==> src/rtl/syn_fifo_v2.sv <==
// Single-clock FIFO with standard or first-word-fall-through read, programmable
// almost-full/empty, occupancy count and sticky errors. Optional parity: SYN_FIFO_PARITY_EN.
module syn_fifo_v2 #(
  parameter int ADDR_WIDTH = 4,
  parameter int DATA_WIDTH = 8,
  parameter int FWFT       = 0
) (
  input  logic                  clk,
  input  logic                  rst_n,
  input  logic                  wr_en,
  input  logic [DATA_WIDTH-1:0] wr_data,
  output logic                  wr_ready,
  input  logic                  rd_en,
  output logic [DATA_WIDTH-1:0] rd_data,
  output logic                  rd_valid,
  input  logic [ADDR_WIDTH:0]   af_thresh,
  input  logic [ADDR_WIDTH:0]   ae_thresh,
  output logic [ADDR_WIDTH:0]   count,
  output logic                  full,
  output logic                  empty,
  output logic                  almost_full,
  output logic                  almost_empty,
  output logic                  overflow,
  output logic                  underflow,
  input  logic                  clr_err,
  input  logic                  par_inj,
  output logic                  parity_err
);
  localparam int DEPTH = 2 ** ADDR_WIDTH;
`ifdef SYN_FIFO_PARITY_EN
  localparam int MEM_WIDTH = DATA_WIDTH + 1;
`else
  localparam int MEM_WIDTH = DATA_WIDTH;
`endif
  localparam logic [ADDR_WIDTH:0] PTR_ONE = {{ADDR_WIDTH{1'b0}}, 1'b1};

  logic [MEM_WIDTH-1:0]  mem [DEPTH];
  logic [ADDR_WIDTH:0]   wr_ptr, rd_ptr, wr_ptr_nxt, rd_ptr_nxt, count_nxt;
  logic [MEM_WIDTH-1:0]  wr_word, rd_word, head_word;
  logic                  wr_acc, rd_acc, head_load;

  assign count        = wr_ptr - rd_ptr;
  assign empty        = (wr_ptr == rd_ptr);
  assign full         = (wr_ptr[ADDR_WIDTH] != rd_ptr[ADDR_WIDTH]) &&
                        (wr_ptr[ADDR_WIDTH-1:0] == rd_ptr[ADDR_WIDTH-1:0]);
  assign wr_ready     = !full;
  assign almost_full  = (count >= af_thresh);
  assign almost_empty = (count <= ae_thresh);

  assign wr_acc     = wr_en && !full;
  assign rd_acc     = rd_en && ((FWFT != 0) ? rd_valid : !empty);
  assign wr_ptr_nxt = wr_acc ? wr_ptr + PTR_ONE : wr_ptr;
  assign rd_ptr_nxt = rd_acc ? rd_ptr + PTR_ONE : rd_ptr;
  assign count_nxt  = wr_ptr_nxt - rd_ptr_nxt;
  assign rd_word    = mem[rd_ptr[ADDR_WIDTH-1:0]];

`ifdef SYN_FIFO_PARITY_EN
  assign wr_word = {^wr_data ^ par_inj, wr_data};
`else
  assign wr_word = wr_data;
`endif

  // FWFT head: the presented word stays in memory (it counts toward capacity);
  // when the new head is the word being written this edge, take it from wr_data.
  always_comb begin
    head_load = (rd_acc || empty) && (count_nxt != '0);
    head_word = mem[rd_ptr_nxt[ADDR_WIDTH-1:0]];
    if (rd_ptr_nxt == wr_ptr) head_word = wr_word;
  end

  always_ff @(posedge clk) begin
    if (wr_acc) mem[wr_ptr[ADDR_WIDTH-1:0]] <= wr_word;
  end

  always_ff @(posedge clk) begin
    if (!rst_n) begin
      wr_ptr    <= '0;
      rd_ptr    <= '0;
      rd_valid  <= 1'b0;
      rd_data   <= '0;
      overflow  <= 1'b0;
      underflow <= 1'b0;
    end else begin
      wr_ptr <= wr_ptr_nxt;
      rd_ptr <= rd_ptr_nxt;
      if (FWFT != 0) begin
        rd_valid <= (count_nxt != '0);
        if (head_load) rd_data <= head_word[DATA_WIDTH-1:0];
      end else begin
        rd_valid <= rd_acc;
        if (rd_acc) rd_data <= rd_word[DATA_WIDTH-1:0];
      end
      // a new error on the same edge as clr_err keeps the flag set
      if (wr_en && full)        overflow <= 1'b1;
      else if (clr_err)         overflow <= 1'b0;
      if (rd_en && !rd_acc)     underflow <= 1'b1;
      else if (clr_err)         underflow <= 1'b0;
    end
  end

`ifdef SYN_FIFO_PARITY_EN
  always_ff @(posedge clk) begin
    if (!rst_n) begin
      parity_err <= 1'b0;
    end else if (FWFT != 0) begin
      if (count_nxt == '0)  parity_err <= 1'b0;
      else if (head_load)   parity_err <= ^head_word;
    end else begin
      parity_err <= rd_acc && (^rd_word);
    end
  end
`else
  logic unused_par_inj;
  assign unused_par_inj = par_inj;
  assign parity_err     = 1'b0;
`endif

endmodule
==> config.mk <==
export PLATFORM = sky130hd
export DESIGN_NAME = syn_fifo_v2
export DESIGN_NICKNAME = d
export VERILOG_FILES = /design/src/rtl/syn_fifo_v2.sv
export SDC_FILE = /design/constraint.sdc
export NUM_CORES = 1
export LEC_CHECK = 0
export ABC_AREA = 1
export CORE_MARGIN = 10
export CORE_UTILIZATION = 40
export DETAILED_ROUTE_END_ITERATION = 16
export PLACE_DENSITY = 0.65
export SETUP_SLACK_MARGIN = 0.1
export SLEW_MARGIN = 15
export SYNTH_ARGS = -nofsm -noshare
export SYNTH_HDL_FRONTEND = slang
export SYNTH_SLANG_ARGS = --single-unit
export TNS_END_PERCENT = 1
==> constraint.sdc <==
create_clock -name clk -period 3 [get_ports clk]
set_input_delay 0.9 -clock clk [delete_from_list [all_inputs] [get_ports clk]]
set_output_delay 0.9 -clock clk [all_outputs]
set_load 0.01 [all_outputs]
==> out/results.ini, run 1 <==
[outcome]
status = complete, but fails checks
violations = negative setup slack

[pwr]
p_leak_nw = 3.484
total_power_mw = 5.693
vdd_ir_drop_max_mv = 0.7347
p_per_area_nw_per_um2 = 680.4

[synthesis]
synth_area_um2 = 6770
ys_top_cells_by_area = edfxtp_1 57%, nand2_1 10%, nand3_1 6.9%, dfxtp_1 6.2%, inv_1 5.8%
synth_seq_cells = 149
yosysSeqAreaShare = 0.6298
synth_nets = 727
synth_top_area_share = 0.5677
synthCells = 683
yosysUniqueCellTypes = 30
synth_top_area_cell = edfxtp_1
avgSynthCellArea_um2 = 9.913
ys_warn_count = 0

[critical_path]
crit_fanout = 3
cp.depth = 12
max_stage_delay_ns = 0.36
worstSetupStartpoint = wr_ptr[0]
criticalPathCategory = reg2out
crit_path_start_kind = register
rr_startpoint = rd_ptr[1]
worstRegToRegCells = 11
end_kind = primary output
cp.arrival_ns = 2.51
path_cells = inv_2 > ha_4 > inv_2 > fa_2 > nand3_2 > nand2_2 > xor2_4 > ha_4 > a21oi_2 > o21a_1 > o311ai_4 > buf_2
path_delay_family = adder cells
cp_slowest_cell = fa_2
ff2ff_setup_slack_ns = 0.76
crit_path_end = almost_full
r2r_end = mem[4][5]
worstPathRequired_ns = 2.10
path_buf_inv = 3

[route]
drtIter0Drc = 343
detail-route-antenna-nets = 0
routed_via_density = 4.945
via_count = 4891
first_pass_iters = 5
finalWirelength_um = 16050
wire_per_inst_um = 16.23
drc = 0

[layout]
seq_area_um2 = 4269
fill_cells = 1467
num-nets-final = 800
multi_input_area_um2 = 2048
fin_cells = 989
final_cell_mix = 184 x nand2_1, 128 x edfxtp_1, 103 x inv_1, 92 x nand3_1, 40 x buf_4
antenna_cells = 0
layout_commonest_cell = nand2_1
syn2layout_area_growth_pct = 23.60
drive_above_1_share = 0.1326

[clock_network]
cts_buffers = 17
cts_max_level = 4
insertion_delay_ns = 0.43
path_clk_slew_ns = 0.06
root_buffer = clkbuf_16
cts.path.max_buffers = 2
clkSinkCount = 149
cts_tree = built

[global_route]
antenna_found_initial = 0
gr-usage-all-layers = 0.1470
gr-total-overflow = 0
grt_max_degree = 68
grt_pass1_vias = 4949
grt_pass1_wl_um = 25300

[placement]
hpwl_um = 10260
place.gp.congestion = 0.8037
port_buffers = 43
place_inst = 956

[timing]
setup_ws_ns = -0.4113
maxSlewViolCount = 0
timing.hold.ws_ns = 0.4637
fin_skew_ns = 0.007127
tightest_slew_ns = 0.7880
min_period_over_period = 1.137
finalSetupViolCount = 3
finalHoldViolCount = 0
fin_crit_ns = 3.411
fmax_mhz = 293.1
tns_ns = -0.8902
slew_headroom = 0.4730
rsz0062_at_grt = true

[floorplan]
dieArea_um2 = 22530
dieWidth_um = 150.1
start_util = 0.4083
core_um2 = 16580
die_h_um = 150.1
fp-row-count = 47
ios = 46

[flow_run]
drv_cap = 0

[hold_path]
min_path_type = reg2reg

-- per-layer routing --
layer / vias up / global-route usage / routed length [µm]
li1: 2375 / - / -
met1: 2333 / 0.1749 / 7004
met2: 158 / 0.2489 / 7650
met3: 25 / 0.03721 / 1023
met4: 0 / 0.06074 / 374
met5: - / 0 / 0
-- cell type report --
class | instances | share of cell area
Clock inverter | 14 | 0.02632
Timing Repair Buffer | 82 | 0.08433
Multi-Input combinational cell | 396 | 0.2448
Tap cell | 220 | 0.03289
Sequential cell | 149 | 0.5102
Clock buffer | 18 | 0.05129
Inverter | 110 | 0.05024
-- stage by stage --
step | instance area [µm²] | setup slack, ns | util
detailed placement | 7699 | -0.5509 | 0.4642
global route | 8368 | -0.5141 | 0.5046
global placement | 7699 | -0.5193 | 0.4642
floorplan | 6873 | 0.08941 | -
finish | 8368 | -0.4113 | 0.5046
CTS | 8367 | -0.4028 | 0.5045
-- report_power, final --
| part | internal (mW) | leakage (nW) | switching, mW | total, mW |
|---|---|---|---|---|
| Combinational | 0.399 | 1.84 | 0.656 | 1.05 |
| Clock | 1.49 | 0.318 | 0.821 | 2.31 |
| Sequential | 2.31 | 1.33 | 0.0267 | 2.33 |
| Total | 4.19 | 3.48 | 1.50 | 5.69 |
-- timing repair --
item / CTS / global route
gates resized for setup: 20 / 1
hold buffers: 0 / 0
pin swaps: 4 / 0
endpoints found under the setup margin: 9 / 5
setup buffers: 1 / 0
-- registers in the layout, summed over array words and instances (netlist names) --
signal / flops
mem: 128
rd_ptr: 5
wr_ptr: 5
rd_data: 8
underflow: 1
overflow: 1
rd_valid: 1
-- worst reg2reg max path, cell delays in order, from the launching register on --
cell,delay [ns]
dfxtp_2,0.35
clkinv_4,0.06
ha_1,0.29
buf_4,0.13
nand2_1,0.09
nor2_4,0.05
nand3_2,0.07
nand2_2,0.15
inv_1,0.16
nand2_1,0.19
nor2_1,0.17
buf_4,0.21
-- kinds of logic after synthesis --
logic type | count (synthesis) | synth area share
simple gates | 318 | 0.2001
flops | 149 | 0.6298
buf+inv | 138 | 0.08391
compound gates | 51 | 0.03973
fa+ha+maj | 20 | 0.03807
xor+xnor | 6 | 0.007762
other cells | 1 | 0.0005539
-- Yosys cell counts (all sizes together) --
library cell,number
clkinv,2
dfxtp,21
xor2,6
o21a,1
conb,1
ha,19
o21ai,15
nand2,190
o221ai,1
o311ai,1
nand3,95
nand4,2
buf,23
a21oi,33
nor3,4
nor2,27
edfxtp,128
fa,1
inv,108
clkbuf,5
-- worst min path at each step --
stage,startpoint,to,slack (ns),depth (start not counted)
2_1_floorplan,rd_ptr[4],rd_ptr[4],0.46,2
3_3_place_gp,overflow,overflow,0.45,2
3_5_place_dp,overflow,overflow,0.46,2
4_1_cts,overflow,overflow,0.47,2
5_1_grt,overflow,overflow,0.49,2
6_report,overflow,overflow,0.46,2
Note: power is estimated with default switching activity, not from simulation.
==> inputs of run 2 (changes only) <==
--- a/config.mk
+++ b/config.mk
@@ -9,10 +9,11 @@
 export CORE_MARGIN = 10
 export CORE_UTILIZATION = 40
 export DETAILED_ROUTE_END_ITERATION = 16
-export PLACE_DENSITY = 0.65
+export DONT_BUFFER_PORTS = 1
+export PLACE_DENSITY = 0.61
 export SETUP_SLACK_MARGIN = 0.1
 export SLEW_MARGIN = 15
 export SYNTH_ARGS = -nofsm -noshare
 export SYNTH_HDL_FRONTEND = slang
 export SYNTH_SLANG_ARGS = --single-unit
-export TNS_END_PERCENT = 1
+export TNS_END_PERCENT = 5
==> run 2 against run 1 <==
  * The run still ends with negative setup slack left
  * Die area stayed put
  * Critical endpoint is now almost_empty
  * Critical path depth is 1 lower
  * Design area is 4.5% lower
  * Power is 0.20% lower
  * Global-route usage is 0.27 points lower
  * Largest power group is now clock
  * Sequential share of layout area is 2.4 points higher
  * Clock-buffer cell count stayed put
  * Clock power is 5% higher
  * Critical path type unchanged
  * Largest cell class unchanged
==> out/results.ini, run 2 (same netlist as run 1, synthesis figures left out) <==
[outcome]
status = complete, but fails checks  ; unchanged
violations = negative setup slack  ; unchanged

[route]
via_count = 4650  ; was 4891
drtIter0Drc = 483  ; was 343
detail-route-antenna-nets = 0  ; unchanged
wire_per_inst_um = 16.86  ; was 16.23 µm
dr_wl_met2_um = 7379  ; was 7650 µm
wl_met1_um = 7148  ; was 7004 µm
highest_layer = met4  ; unchanged
finalWirelength_um = 15920  ; was 16050 µm
met3_length_um = 1232  ; was 1023 µm
drc = 0  ; unchanged
first_pass_iters = 5  ; unchanged
routed_via_density = 4.926  ; was 4.945

[pwr]
p_per_area_nw_per_um2 = 711.2  ; was 680.4 nW/µm²
p_leak_nw = 3.328  ; was 3.484 nW
vdd_ir_drop_max_mv = 0.4355  ; was 0.7347 mV

[critical_path]
ff2ff_setup_slack_ns = 0.65  ; was 0.76 ns
cp_slowest_cell = fa_2  ; unchanged
criticalPathCategory = reg2out  ; unchanged
path_cells = inv_2 > ha_4 > inv_2 > fa_2 > nand3_2 > nand2_2 > xor2_4 > ha_4 > nand4_1 > o221ai_2 > o21ai_2  ; was inv_2 > ha_4 > inv_2 > fa_2 > nand3_2 > nand2_2 > xor2_4 > ha_4 > a21oi_2 > o21a_1 > o311ai_4 > buf_2
rr_startpoint = rd_ptr[3]  ; was rd_ptr[1]
r2r_end = mem[4][3]  ; was mem[4][5]
cp.arrival_ns = 2.46  ; was 2.51 ns
max_stage_delay_ns = 0.38  ; was 0.36 ns
end_kind = primary output  ; unchanged
path_buf_inv = 2  ; was 3
worstRegToRegCells = 11  ; unchanged
crit_path_start_kind = register  ; unchanged
path_delay_family = adder cells  ; unchanged
crit_fanout = 3  ; unchanged
worstPathRequired_ns = 2.10  ; about the same

[floorplan]
die_h_um = 150.1  ; unchanged
ios = 46  ; unchanged
start_util = 0.4083  ; unchanged
core_um2 = 16580  ; unchanged
dieWidth_um = 150.1  ; unchanged
fp-row-count = 47  ; unchanged
dieArea_um2 = 22530  ; unchanged

[timing]
fin_crit_ns = 3.356  ; was 3.411 ns
maxSlewViolCount = 0  ; unchanged
min_period_over_period = 1.119  ; was 1.137
timing.hold.ws_ns = 0.5014  ; was 0.4637 ns
fin_skew_ns = 0.01061  ; was 0.007127 ns
tns_ns = -0.7074  ; was -0.8902 ns
tightest_slew_ns = 0.7477  ; was 0.7880 ns
setup_ws_ns = -0.3562  ; was -0.4113 ns
finalHoldViolCount = 0  ; unchanged
slew_headroom = 0.5015  ; was 0.4730
fmax_mhz = 298.0  ; was 293.1 MHz
rsz0062_at_grt = true  ; unchanged
finalSetupViolCount = 2  ; was 3

[layout]
antenna_cells = 0  ; unchanged
seq_area_um2 = 4268  ; was 4269 µm²
multi_input_area_um2 = 2066  ; was 2048 µm²
final_cell_mix = 184 x nand2_1, 128 x edfxtp_1, 103 x inv_1, 92 x nand3_1, 36 x buf_4  ; was 184 x nand2_1, 128 x edfxtp_1, 103 x inv_1, 92 x nand3_1, 40 x buf_4
fill_cells = 1506  ; was 1467
num-nets-final = 755  ; was 800
layout_commonest_cell = nand2_1  ; unchanged
drive_above_1_share = 0.1381  ; was 0.1326
largest_register_ffs = 128  ; unchanged
syn2layout_area_growth_pct = 18.00  ; was 23.60%

[global_route]
antenna_found_initial = 0  ; unchanged
grt_max_degree = 68  ; unchanged
grt_pass1_vias = 4443  ; was 4949
gr-total-overflow = 0  ; unchanged
gr-usage-all-layers = 0.1444  ; was 0.1470
grt_pass1_wl_um = 24770  ; was 25300 µm

[clock_network]
cts_buffers = 17  ; unchanged
cts_max_level = 4  ; unchanged
path_clk_slew_ns = 0.06  ; about the same
insertion_delay_ns = 0.43  ; about the same
cts.path.max_buffers = 2  ; unchanged
clkSinkCount = 149  ; unchanged
ctsHoldBuffers = 0  ; unchanged
cts_tree = built  ; unchanged
root_buffer = clkbuf_16  ; unchanged

[placement]
hpwl_um = 10210  ; was 10260 µm
place.gp.congestion = 0.8311  ; was 0.8037
port_buffers = 0  ; was 43

[hold_path]
holdPathStages = 2  ; unchanged
hold_end = rd_ptr[4]  ; was overflow
min_from = rd_ptr[4]  ; was overflow
min_path_type = reg2reg  ; unchanged

[flow_run]
drv_cap = 0  ; unchanged

==> run 2: cell types whose count changed in the layout (fill, tap and decap cells not counted), sizes merged <==
cell	delta
clkdlybuf4s50	-35
inv	-4
buf	-5
bufinv	+1
clkdlybuf4s15	-1
clkinv	+3
dlygate4sd2	-4
==> run 2: worst max-delay path by stage <==
stage | endpoint | from | cells after the start
5_1_grt | almost_empty | wr_ptr[0] | 11
6_report | almost_empty | wr_ptr[0] | 11
2_1_floorplan | almost_full | rd_ptr[1] | 9
4_1_cts | almost_full | wr_ptr[0] | 11
3_3_place_gp | almost_empty | wr_ptr[0] | 11
3_5_place_dp | almost_empty | wr_ptr[0] | 11
==> run 2: stage by stage <==
| step | setup WS [ns] | instances | instance area, µm² | util | total power [mW] |
|---|---|---|---|---|---|
| 2_1_floorplan | 0.08941 | 683 | 6873 | - | 3.037 |
| 3_3_place_gp | 0.09056 | 908 | 7243 | 0.4368 | 3.238 |
| 3_5_place_dp | 0.04709 | 908 | 7243 | 0.4368 | 3.271 |
| 4_1_cts | -0.3452 | 944 | 7989 | 0.4817 | 5.707 |
| 5_1_grt | -0.4882 | 944 | 7989 | 0.4817 | 5.912 |
| 6_report | -0.3562 | 944 | 7989 | 0.4817 | 5.682 |
==> run 2: final cells by class <==
class,instances,share of cell area
tap,220,0.03446
clock buffer,18,0.05497
inverter,110,0.05262
clock inverter,14,0.02882
timing repair buffer,37,0.03634
multi-input combinational,396,0.2586
sequential,149,0.5342
==> run 2: where the power goes <==
group          switching, mW  internal, mW
Combinational          0.597         0.318
Sequential            0.0447          2.31
Clock                  0.840          1.58
==> run 2: tightest hold or removal path, stage by stage, from the launching register on <==
cell	delay (ns)
dfxtp_1	0.33
nand2_1	0.07
a21oi_1	0.06
==> run 2: what timing repair did <==
item | in CTS | in global routing
pin swaps | 5 | 0
resized for setup | 8 | 0
setup buffers | 4 | 0
setup endpoints to repair | 2 | 3
==> run 2: layer usage <==
layer,track usage,vias to the layer above
met4,0.04276,0
met2,0.2236,133
li1,-,2288
met5,0,-
met3,0.04982,14
met1,0.1875,2215
